File: config.mk
export PLATFORM = sky130hd
export DESIGN_NAME = packet_arbiter
export DESIGN_NICKNAME = d
export VERILOG_FILES = /design/src/rtl/packet_arbiter.sv
export SDC_FILE = /design/constraint.sdc
export NUM_CORES = 1
export LEC_CHECK = 0
export CAP_MARGIN = 15
export CORE_ASPECT_RATIO = 0.6
export CORE_MARGIN = 5
export CORE_UTILIZATION = 37
export CTS_CLUSTER_DIAMETER = 120
export DETAILED_ROUTE_END_ITERATION = 7
export GPL_ROUTABILITY_DRIVEN = 0
export PLACE_DENSITY_LB_ADDON = 0.2
export REMOVE_ABC_BUFFERS = 1
export SLEW_MARGIN = 25
export SYNTH_ARGS = -nofsm -noshare
export SYNTH_HDL_FRONTEND = slang
export SYNTH_SLANG_ARGS = --single-unit
File: constraint.sdc
create_clock -name CLK -period 3.2 [get_ports CLK]
set_input_delay 0.48 -clock CLK [delete_from_list [all_inputs] [get_ports CLK]]
set_output_delay 0.48 -clock CLK [all_outputs]
set_load 0.005 [all_outputs]
File: src/rtl/packet_arbiter.sv
// rtl/packet_arbiter.sv - round-robin, credit-gated arbiter feeding one packet FIFO write port
//
// Ports:
//   CLK, RESET          clock (rising edge); synchronous active-low reset
//   ENABLE              allows grants while high; low drains the FIFO back to IDLE
//   SRC_VALID/SRC_DATA  per-source word offer; source i data in bits [32i+31:32i]
//   SRC_READY           per-source accept (combinational, one-hot or zero)
//   FIFO_READ_PULSE     one pulse per word popped by the downstream FIFO
//   PACKET_READY        FIFO write strobe, one cycle after the accept
//   PAYLOAD_DATA        FIFO write data, held between strobes
//   GRANT_ID            source index of the current strobe, held between strobes
//   CREDITS             free FIFO slots as tracked here
//   STATE               IDLE=0, RUN=1, DRAIN=2
//   CREDIT_ERR          sticky: read pulse seen with all credits already home
module packet_arbiter #(
  parameter int N_SRC = 4,
  parameter int DEPTH = 8,
  parameter int CW    = 4,
  localparam int GW   = (N_SRC > 1) ? $clog2(N_SRC) : 1
) (
  input  logic                  CLK,
  input  logic                  RESET,
  input  logic                  ENABLE,
  input  logic [N_SRC-1:0]      SRC_VALID,
  input  logic [32*N_SRC-1:0]   SRC_DATA,
  output logic [N_SRC-1:0]      SRC_READY,
  input  logic                  FIFO_READ_PULSE,
  output logic                  PACKET_READY,
  output logic [31:0]           PAYLOAD_DATA,
  output logic [GW-1:0]         GRANT_ID,
  output logic [CW-1:0]         CREDITS,
  output logic [1:0]            STATE,
  output logic                  CREDIT_ERR
);

  typedef enum logic [1:0] {
    ST_IDLE  = 2'd0,
    ST_RUN   = 2'd1,
    ST_DRAIN = 2'd2
  } state_t;

  localparam logic [CW-1:0] CRED_FULL = CW'(DEPTH);
  localparam logic [GW-1:0] LAST_SRC  = GW'(N_SRC - 1);

  state_t          state_q, state_d;
  logic [CW-1:0]   credits_q, credits_d;
  logic [GW-1:0]   last_grant_q, last_grant_d;
  logic            pkt_ready_q, pkt_ready_d;
  logic [31:0]     payload_q, payload_d;
  logic [GW-1:0]   grant_id_q, grant_id_d;
  logic            credit_err_q, credit_err_d;

  logic            hi_found, lo_found;
  logic [GW-1:0]   hi_idx, lo_idx, winner_idx;
  logic            winner_found;
  logic            grant_ok;
  logic            xfer;
  logic [N_SRC-1:0] src_ready;
  logic [31:0]     payload_sel;

  // Round-robin: the lowest valid index above last_grant wins; if none, wrap
  // to the lowest valid index overall. Invalid sources never take a turn.
  always_comb begin
    hi_found = 1'b0;
    hi_idx   = '0;
    lo_found = 1'b0;
    lo_idx   = '0;
    for (int i = N_SRC - 1; i >= 0; i--) begin
      if (SRC_VALID[i]) begin
        lo_found = 1'b1;
        lo_idx   = GW'(i);
        if (GW'(i) > last_grant_q) begin
          hi_found = 1'b1;
          hi_idx   = GW'(i);
        end
      end
    end
    winner_found = lo_found;
    winner_idx   = hi_found ? hi_idx : lo_idx;
  end

  // Grant uses the registered credit count only, so a read pulse in the same
  // cycle cannot be spent before it lands; credits therefore never underflow.
  always_comb begin
    grant_ok    = (state_q == ST_RUN) && (credits_q != '0) && winner_found;
    src_ready   = '0;
    payload_sel = '0;
    for (int i = 0; i < N_SRC; i++) begin
      if (GW'(i) == winner_idx) begin
        src_ready[i] = grant_ok;
        payload_sel  = SRC_DATA[32*i +: 32];
      end
    end
    xfer = grant_ok;
  end

  always_comb begin
    state_d      = state_q;
    credits_d    = credits_q;
    last_grant_d = last_grant_q;
    pkt_ready_d  = xfer;
    payload_d    = payload_q;
    grant_id_d   = grant_id_q;
    credit_err_d = credit_err_q;

    if (xfer) begin
      last_grant_d = winner_idx;
      payload_d    = payload_sel;
      grant_id_d   = winner_idx;
    end

    case ({xfer, FIFO_READ_PULSE})
      2'b10: credits_d = credits_q - CW'(1);
      2'b01: begin
        // A pop with every slot already credited means the FIFO and the
        // arbiter disagree; saturate and remember it.
        if (credits_q == CRED_FULL) begin
          credit_err_d = 1'b1;
        end else begin
          credits_d = credits_q + CW'(1);
        end
      end
      default: credits_d = credits_q;
    endcase

    case (state_q)
      ST_IDLE: begin
        if (ENABLE) state_d = ST_RUN;
      end
      ST_RUN: begin
        if (!ENABLE) state_d = ST_DRAIN;
      end
      ST_DRAIN: begin
        // Re-enable wins over completing the drain.
        if (ENABLE) begin
          state_d = ST_RUN;
        end else if (credits_q == CRED_FULL) begin
          state_d = ST_IDLE;
        end
      end
      default: state_d = ST_IDLE;
    endcase
  end

  // Reset also clears the output strobe, so a word accepted in the reset
  // cycle is dropped along with the FIFO contents.
  always_ff @(posedge CLK) begin
    if (!RESET) begin
      state_q      <= ST_IDLE;
      credits_q    <= CRED_FULL;
      last_grant_q <= LAST_SRC;
      pkt_ready_q  <= 1'b0;
      payload_q    <= '0;
      grant_id_q   <= '0;
      credit_err_q <= 1'b0;
    end else begin
      state_q      <= state_d;
      credits_q    <= credits_d;
      last_grant_q <= last_grant_d;
      pkt_ready_q  <= pkt_ready_d;
      payload_q    <= payload_d;
      grant_id_q   <= grant_id_d;
      credit_err_q <= credit_err_d;
    end
  end

  assign SRC_READY    = src_ready;
  assign PACKET_READY = pkt_ready_q;
  assign PAYLOAD_DATA = payload_q;
  assign GRANT_ID     = grant_id_q;
  assign CREDITS      = credits_q;
  assign STATE        = state_q;
  assign CREDIT_ERR   = credit_err_q;

endmodule

==> flow_metrics.env, run 1 <==
export IMPL_outcome="finished clean"
export IMPL_path_buf_inv=3
export IMPL_cp_depth=6
export IMPL_drt_iter0_drc=89
export IMPL_cts_tree="done"
export IMPL_grtUsageTotal_pct=19.1
export IMPL_hold_buffers=0
export IMPL_nets=579
export IMPL_synth_top_cell_by_area="dfxtp_1"
export IMPL_period_needed_ns=2.90
export IMPL_ant_nets=0
export IMPL_dieArea_um2=9450
export IMPL_wl_per_cell_um=17.3
export IMPL_grt_pass1_vias=2830
export IMPL_cts_resized_gates=0
export IMPL_grt_pass1_wl_mm=14.5
export IMPL_hold_depth=2
export IMPL_synthArstFlopShare_pct=0
export IMPL_instances_no_fill=545
export IMPL_holdCritStartpoint="GRANT_ID[1]"
export IMPL_peakVddDrop_mv=0.237
export IMPL_drive_above_1_share_pct=18.8
export IMPL_synth_most_common_cell="mux2i_1"
export IMPL_required_ns=2.72
export IMPL_total_power_mw=2.11
export IMPL_grt_max_degree=41
export IMPL_die_y_um=77.3
export IMPL_ys_types=43
export IMPL_cp_max_fo=6
export IMPL_clock_sinks=44
export IMPL_ys_seq_elements=44
export IMPL_pin_count=182
export IMPL_synth_area_per_cell_um2=10.7
export IMPL_rows=24
export IMPL_final_setup_viol_count=0
export IMPL_fmax_mhz=345
export IMPL_critPathSlowestCell="clkdlybuf4s50_1"
export IMPL_synthCells=262
export IMPL_area_growth_pct=73.5
export IMPL_yosys_warnings=0
export IMPL_overflow=0
export IMPL_cts_root_buf="clkbuf_16"
export IMPL_finalCritPeriodShare_pct=90.5
export IMPL_wirelength_mm=9.43
export IMPL_crit_arrival_ns=2.42
export IMPL_critPathCaptureType="output pin"
export IMPL_dp_hpwl_mm=7.70
export IMPL_drc=0
export IMPL_power_leakage_nw=1.77
export IMPL_clk_pin_slew_worst_paths_ns=0.06
export IMPL_synth_top_area_share_pct=31.5
export IMPL_clockBufferDepth=2
export IMPL_core_um2=7300
export IMPL_crit_type="in -> out"
export IMPL_antenna_found_initial=0
export IMPL_dp_slack_ns=0.220
export IMPL_finalHoldViolCount=0
export IMPL_cp_start_kind="input port"
export IMPL_synth_commonest_cells="mux2i_1, dfxtp_1, nand2_2, o221ai_2"
export IMPL_max_cap_violations=0
export IMPL_synth_area_um2=2800
export IMPL_rsz0062_at_grt="false"
export IMPL_synth_main_ff_cell="dfxtp_1"
export IMPL_worstSkewPairLatency_ns=0.28
export IMPL_rr_startpoint="CREDITS[0]"
export IMPL_yosys_top_cells_area="dfxtp_1, mux2i_1, o221ai_2"
export IMPL_initial_core_util_pct=38.3
export IMPL_tightest_slew_ns=0.970
export IMPL_skew_ns=0.00687
export IMPL_num_antenna_cells=0
export IMPL_numPortBuffers=181
export IMPL_drv_slew=0
export IMPL_seq_area_frac_synth_pct=31.5
export IMPL_cts_setup_buffers=0
export IMPL_cts_buffers=5
export IMPL_dp_cells=537
export IMPL_cp_common_cell="clkdlybuf4s50_1"
export IMPL_cpPeakStageDelay_ns=0.58
export IMPL_synth_edf_count=0
export IMPL_power_density_nw_per_um2=436
export IMPL_r2r_cells=9
export IMPL_cp_cell_sequence="clkdlybuf4s50_1 -> nor4_2 -> or3_1 -> buf_4 -> nor3b_1 -> clkdlybuf4s50_1"
export IMPL_hold_class="reg -> reg"
export IMPL_via_per_inst=4.90
export IMPL_worst_slack_ns=0.303
export IMPL_dr_total_vias=2668
export IMPL_die_x_um=122
export IMPL_startpoint="SRC_VALID[3]"
export IMPL_path_delay_family="buffers and inverters"
export IMPL_slew_headroom_pct=35.3
export IMPL_firstDrtPassIters=4
export IMPL_cts_max_level=2
registers in the layout, summed over array words and instances, names as in the netlist:
register,count
STATE,2
CREDIT_ERR,1
CREDITS,4
PACKET_READY,1
GRANT_ID,2
PAYLOAD_DATA,32
last_grant_q,2
worst reg2reg max path, cell delays in order (launching register included):
cell and delay, ns:
dfxtp_1 0.40, nor4_1 0.47, or3_1 0.20, nand2_1 0.11, ha_1 0.31, a21o_1 0.17, a21oi_1 0.25, nand3b_1 0.17
a21oi_1 0.07, a211o_1 0.27
logic make-up after synthesis:
family                     share of synthesized area (%)
muxes                                               24.0
buffers and inverters                               5.55
adders and majority gates                           1.61
AOI/OAI and AO/OA                                   21.4
DFF                                                 31.5
and+or+nand+nor                                     15.3
xor gates and xnor gates                           0.627
layout make-up:
type / instances / area (um^2)
clock buffer: 8 / 146
fill: 594 / 2450
inverter: 2 / 7.51
multi-input combinational: 196 / 1770
sequential: 44 / 881
tap: 104 / 130
timing repair buffer: 191 / 1910
final timing paths:
| check | to | slack [ns] |
|---|---|---|
| worst max-delay path | SRC_READY[0] | 0.30 |
| worst min-delay path | GRANT_ID[1] | 0.46 |
| worst max register to register | CREDITS[3] | 0.67 |
| worst min register to register | GRANT_ID[1] | 0.46 |
per-layer routing:
metal,part of all wire [%],global-route usage (%),vias to the layer above
met2,45,31.2,107
met1,44,24.2,1222
met4,0.52,3.02,0
met3,11,7.85,4
met5,0,0,-
li1,-,-,1335
placed cells by master (no fill, tap or decap), drive strengths merged:
cell | Yosys | final
nor4 | 2 | 2
nand2 | 40 | 40
a211o | 1 | 1
o22a | 1 | 1
a211oi | 2 | 2
a41oi | 1 | 1
o22ai | 1 | 1
nor2 | 5 | 5
dfxtp | 44 | 44
xor2 | 1 | 1
or3 | 1 | 1
a21o | 1 | 1
mux2i | 67 | 67
clkbuf | 2 | 8
nand2b | 4 | 4
inv | 2 | 2
nor3 | 4 | 4
o221ai | 32 | 32
and2 | 4 | 4
nand3b | 3 | 3
xnor2 | 1 | 1
ha | 2 | 2
or2 | 1 | 1
nor3b | 1 | 1
nor2b | 4 | 4
fa | 1 | 1
buf | 18 | 10
nand3 | 1 | 1
a21oi | 5 | 5
clkdlybuf4s50 | 0 | 181
or4b | 1 | 1
a21boi | 2 | 2
and3 | 1 | 1
o21ai | 6 | 6
where the power goes:
part	internal [mW]	leakage [nW]	total (mW)	switching, mW
Combinational	0.521	1.34	0.886	0.365
Clock	0.311	0.0712	0.508	0.197
Sequential	0.629	0.360	0.719	0.0898
through the flow:
step | TNS [ns] | util, % | cell area (um^2) | hold slack, ns
2_1_floorplan | -78.33 | - | 2650 | 0.451
3_3_place_gp | 0 | 64.5 | 4700 | 0.448
3_5_place_dp | 0 | 64.5 | 4700 | 0.451
4_1_cts | 0 | 66.5 | 4850 | 0.463
5_1_grt | 0 | 66.5 | 4850 | 0.482
6_report | 0 | 66.5 | 4850 | 0.463
Note: power is estimated with default switching activity, not from simulation.
==> run 2, diff against run 1 <==
--- a/config.mk
+++ b/config.mk
@@ -12,7 +12,7 @@
 export CTS_CLUSTER_DIAMETER = 120
 export DETAILED_ROUTE_END_ITERATION = 7
 export GPL_ROUTABILITY_DRIVEN = 0
-export PLACE_DENSITY_LB_ADDON = 0.2
+export PLACE_DENSITY = 0.83
 export REMOVE_ABC_BUFFERS = 1
 export SLEW_MARGIN = 25
 export SYNTH_ARGS = -nofsm -noshare
==> flow_metrics.env, run 2 (same netlist as run 1, synthesis figures left out) <==
export IMPL_hold_class="reg -> reg"
export IMPL_layout_commonest_cell="clkdlybuf4s50_1"
export IMPL_cp_max_fo=4
export IMPL_cts_resized_gates=0
export IMPL_cts_tree="done"
export IMPL_clock_sinks=44
export IMPL_pwr_share_seq_pct=33.8
export IMPL_drive_above_1_share_pct=19.3
export IMPL_grt_pass1_wl_mm=14.2
export IMPL_die_x_um=122
export IMPL_skew_ns=0.00191
export IMPL_fin_area_um2=4840
export IMPL_intPower_mw=1.46
export IMPL_num_antenna_cells=0
export IMPL_overflow=0
export IMPL_critPathCaptureType="register"
export IMPL_antenna_found_initial=0
export IMPL_grt_max_degree=42
export IMPL_cts_buffers=5
export IMPL_pin_count=182
export IMPL_worstSkewPairLatency_ns=0.28
export IMPL_place_area_um2=4690
export IMPL_slew_headroom_pct=54.9
export IMPL_cts_max_level=2
export IMPL_wl_per_cell_um=17.0
export IMPL_max_cap_violations=0
export IMPL_fmax_mhz=344
export IMPL_fin_setup_tns_ns=0
export IMPL_finalCritPeriodShare_pct=90.8
export IMPL_clockBufferDepth=2
export IMPL_dp_cells=537
export IMPL_cp_start_kind="input port"
export IMPL_final_setup_viol_count=0
export IMPL_dp_slack_ns=-0.00482
export IMPL_hold_buffers=0
export IMPL_ant_nets=0
export IMPL_instances_no_fill=545
export IMPL_fill_cells=574
export IMPL_rsz0062_at_grt="false"
export IMPL_cts_setup_buffers=0
export IMPL_drv_slew=0
export IMPL_largest_reg_flops=32
export IMPL_r2r_setup_slack_ns=0.73
export IMPL_p_sw_share_pct=30.9
export IMPL_p_sw_mw=0.653
export IMPL_dr_total_vias=2704
export IMPL_finalHoldViolCount=0
export IMPL_dieArea_um2=9450
export IMPL_firstDrtPassIters=4
export IMPL_tightest_slew_ns=0.676
export IMPL_rows=24
export IMPL_peakVddDrop_mv=0.244
export IMPL_dp_hpwl_mm=7.58
export IMPL_wirelength_mm=9.27
export IMPL_grtUsageTotal_pct=18.5
export IMPL_cts_root_buf="clkbuf_16"
export IMPL_outcome="finished clean"
export IMPL_drt_iter0_drc=83
export IMPL_crit_arrival_ns=3.07
export IMPL_crit_type="in -> reg"
export IMPL_drc=0
export IMPL_required_ns=3.37
export IMPL_via_per_inst=4.96
export IMPL_power_density_nw_per_um2=436
export IMPL_initial_core_util_pct=38.3
export IMPL_core_um2=7300
export IMPL_area_growth_pct=73.1
export IMPL_worst_slack_ns=0.294
export IMPL_clk_pin_slew_worst_paths_ns=0.06
export IMPL_clockPowerShare_pct=24.2
export IMPL_comb_power_share_pct=42.0
export IMPL_die_y_um=77.3
export IMPL_period_needed_ns=2.91
export IMPL_final_cell_mix="clkdlybuf4s50_1, mux2i_1, dfxtp_1"
export IMPL_grt_pass1_vias=2859
export IMPL_numPortBuffers=181
export IMPL_nets=579
export IMPL_power_leakage_nw=1.77
==> run 2: path summary, 6_finish.rpt <==
| path | startpoint | endpoint | depth (start not counted) |
|---|---|---|---|
| worst max-delay path | SRC_VALID[1] | CREDITS[3] | 10 |
| worst min-delay path | GRANT_ID[1] | GRANT_ID[1] | 2 |
| worst max register to register | CREDITS[0] | CREDITS[3] | 9 |
| worst min register to register | GRANT_ID[1] | GRANT_ID[1] | 2 |
==> run 2: metrics by stage <==
stage | total power [mW] | utilization, % | hold WS (ns)
2_1_floorplan | 1.20 | - | 0.451
3_3_place_gp | 1.59 | 64.3 | 0.445
3_5_place_dp | 1.62 | 64.3 | 0.453
4_1_cts | 2.13 | 66.3 | 0.465
5_1_grt | 2.24 | 66.3 | 0.482
6_report | 2.11 | 66.3 | 0.460
==> run 2: final cells by class <==
cell class,count,area (um^2),share of cell area [%]
Clock buffer,6,139,2.87
Timing Repair Buffer,191,1900,39.2
Multi-Input combinational cell,196,1770,36.7
Clock inverter,2,10.0,0.207
Tap cell,104,130,2.69
Inverter,2,7.51,0.155
Sequential cell,44,881,18.2
==> run 2: power groups by stage <==
stage	registers, mW	clock network (mW)	logic [mW]
2_1_floorplan	0.717	0	0.482
3_3_place_gp	0.719	0	0.874
3_5_place_dp	0.724	0	0.894
4_1_cts	0.712	0.523	0.898
5_1_grt	0.727	0.548	0.962
6_report	0.713	0.512	0.886
==> run 2: per-layer routing <==
layer | global-route usage [%] | share of wire (%) | vias to the layer above
met1 | 23.1 | 43 | 1236
met5 | 0 | 0 | -
met4 | 3.69 | 0.92 | 0
li1 | - | - | 1344
met3 | 6.54 | 9.5 | 6
met2 | 31.1 | 46 | 118
==> run 2: critical path, cell delays in order <==
cell and delay, ns:
clkdlybuf4s50_1 0.48, nor4_2 0.57, or3_1 0.21, nand2_1 0.11, ha_1 0.30, a21o_1 0.17, a21oi_1 0.24, nand3b_1 0.17
a21oi_1 0.07, a211o_1 0.27
==> run 3, diff against run 2 <==
--- a/config.mk
+++ b/config.mk
@@ -18,3 +18,4 @@
 export SYNTH_ARGS = -nofsm -noshare
 export SYNTH_HDL_FRONTEND = slang
 export SYNTH_SLANG_ARGS = --single-unit
+export TNS_END_PERCENT = 10
==> results of run 3 <==
Same layout as run 2: the final DEF is identical, and so are final timing and power.
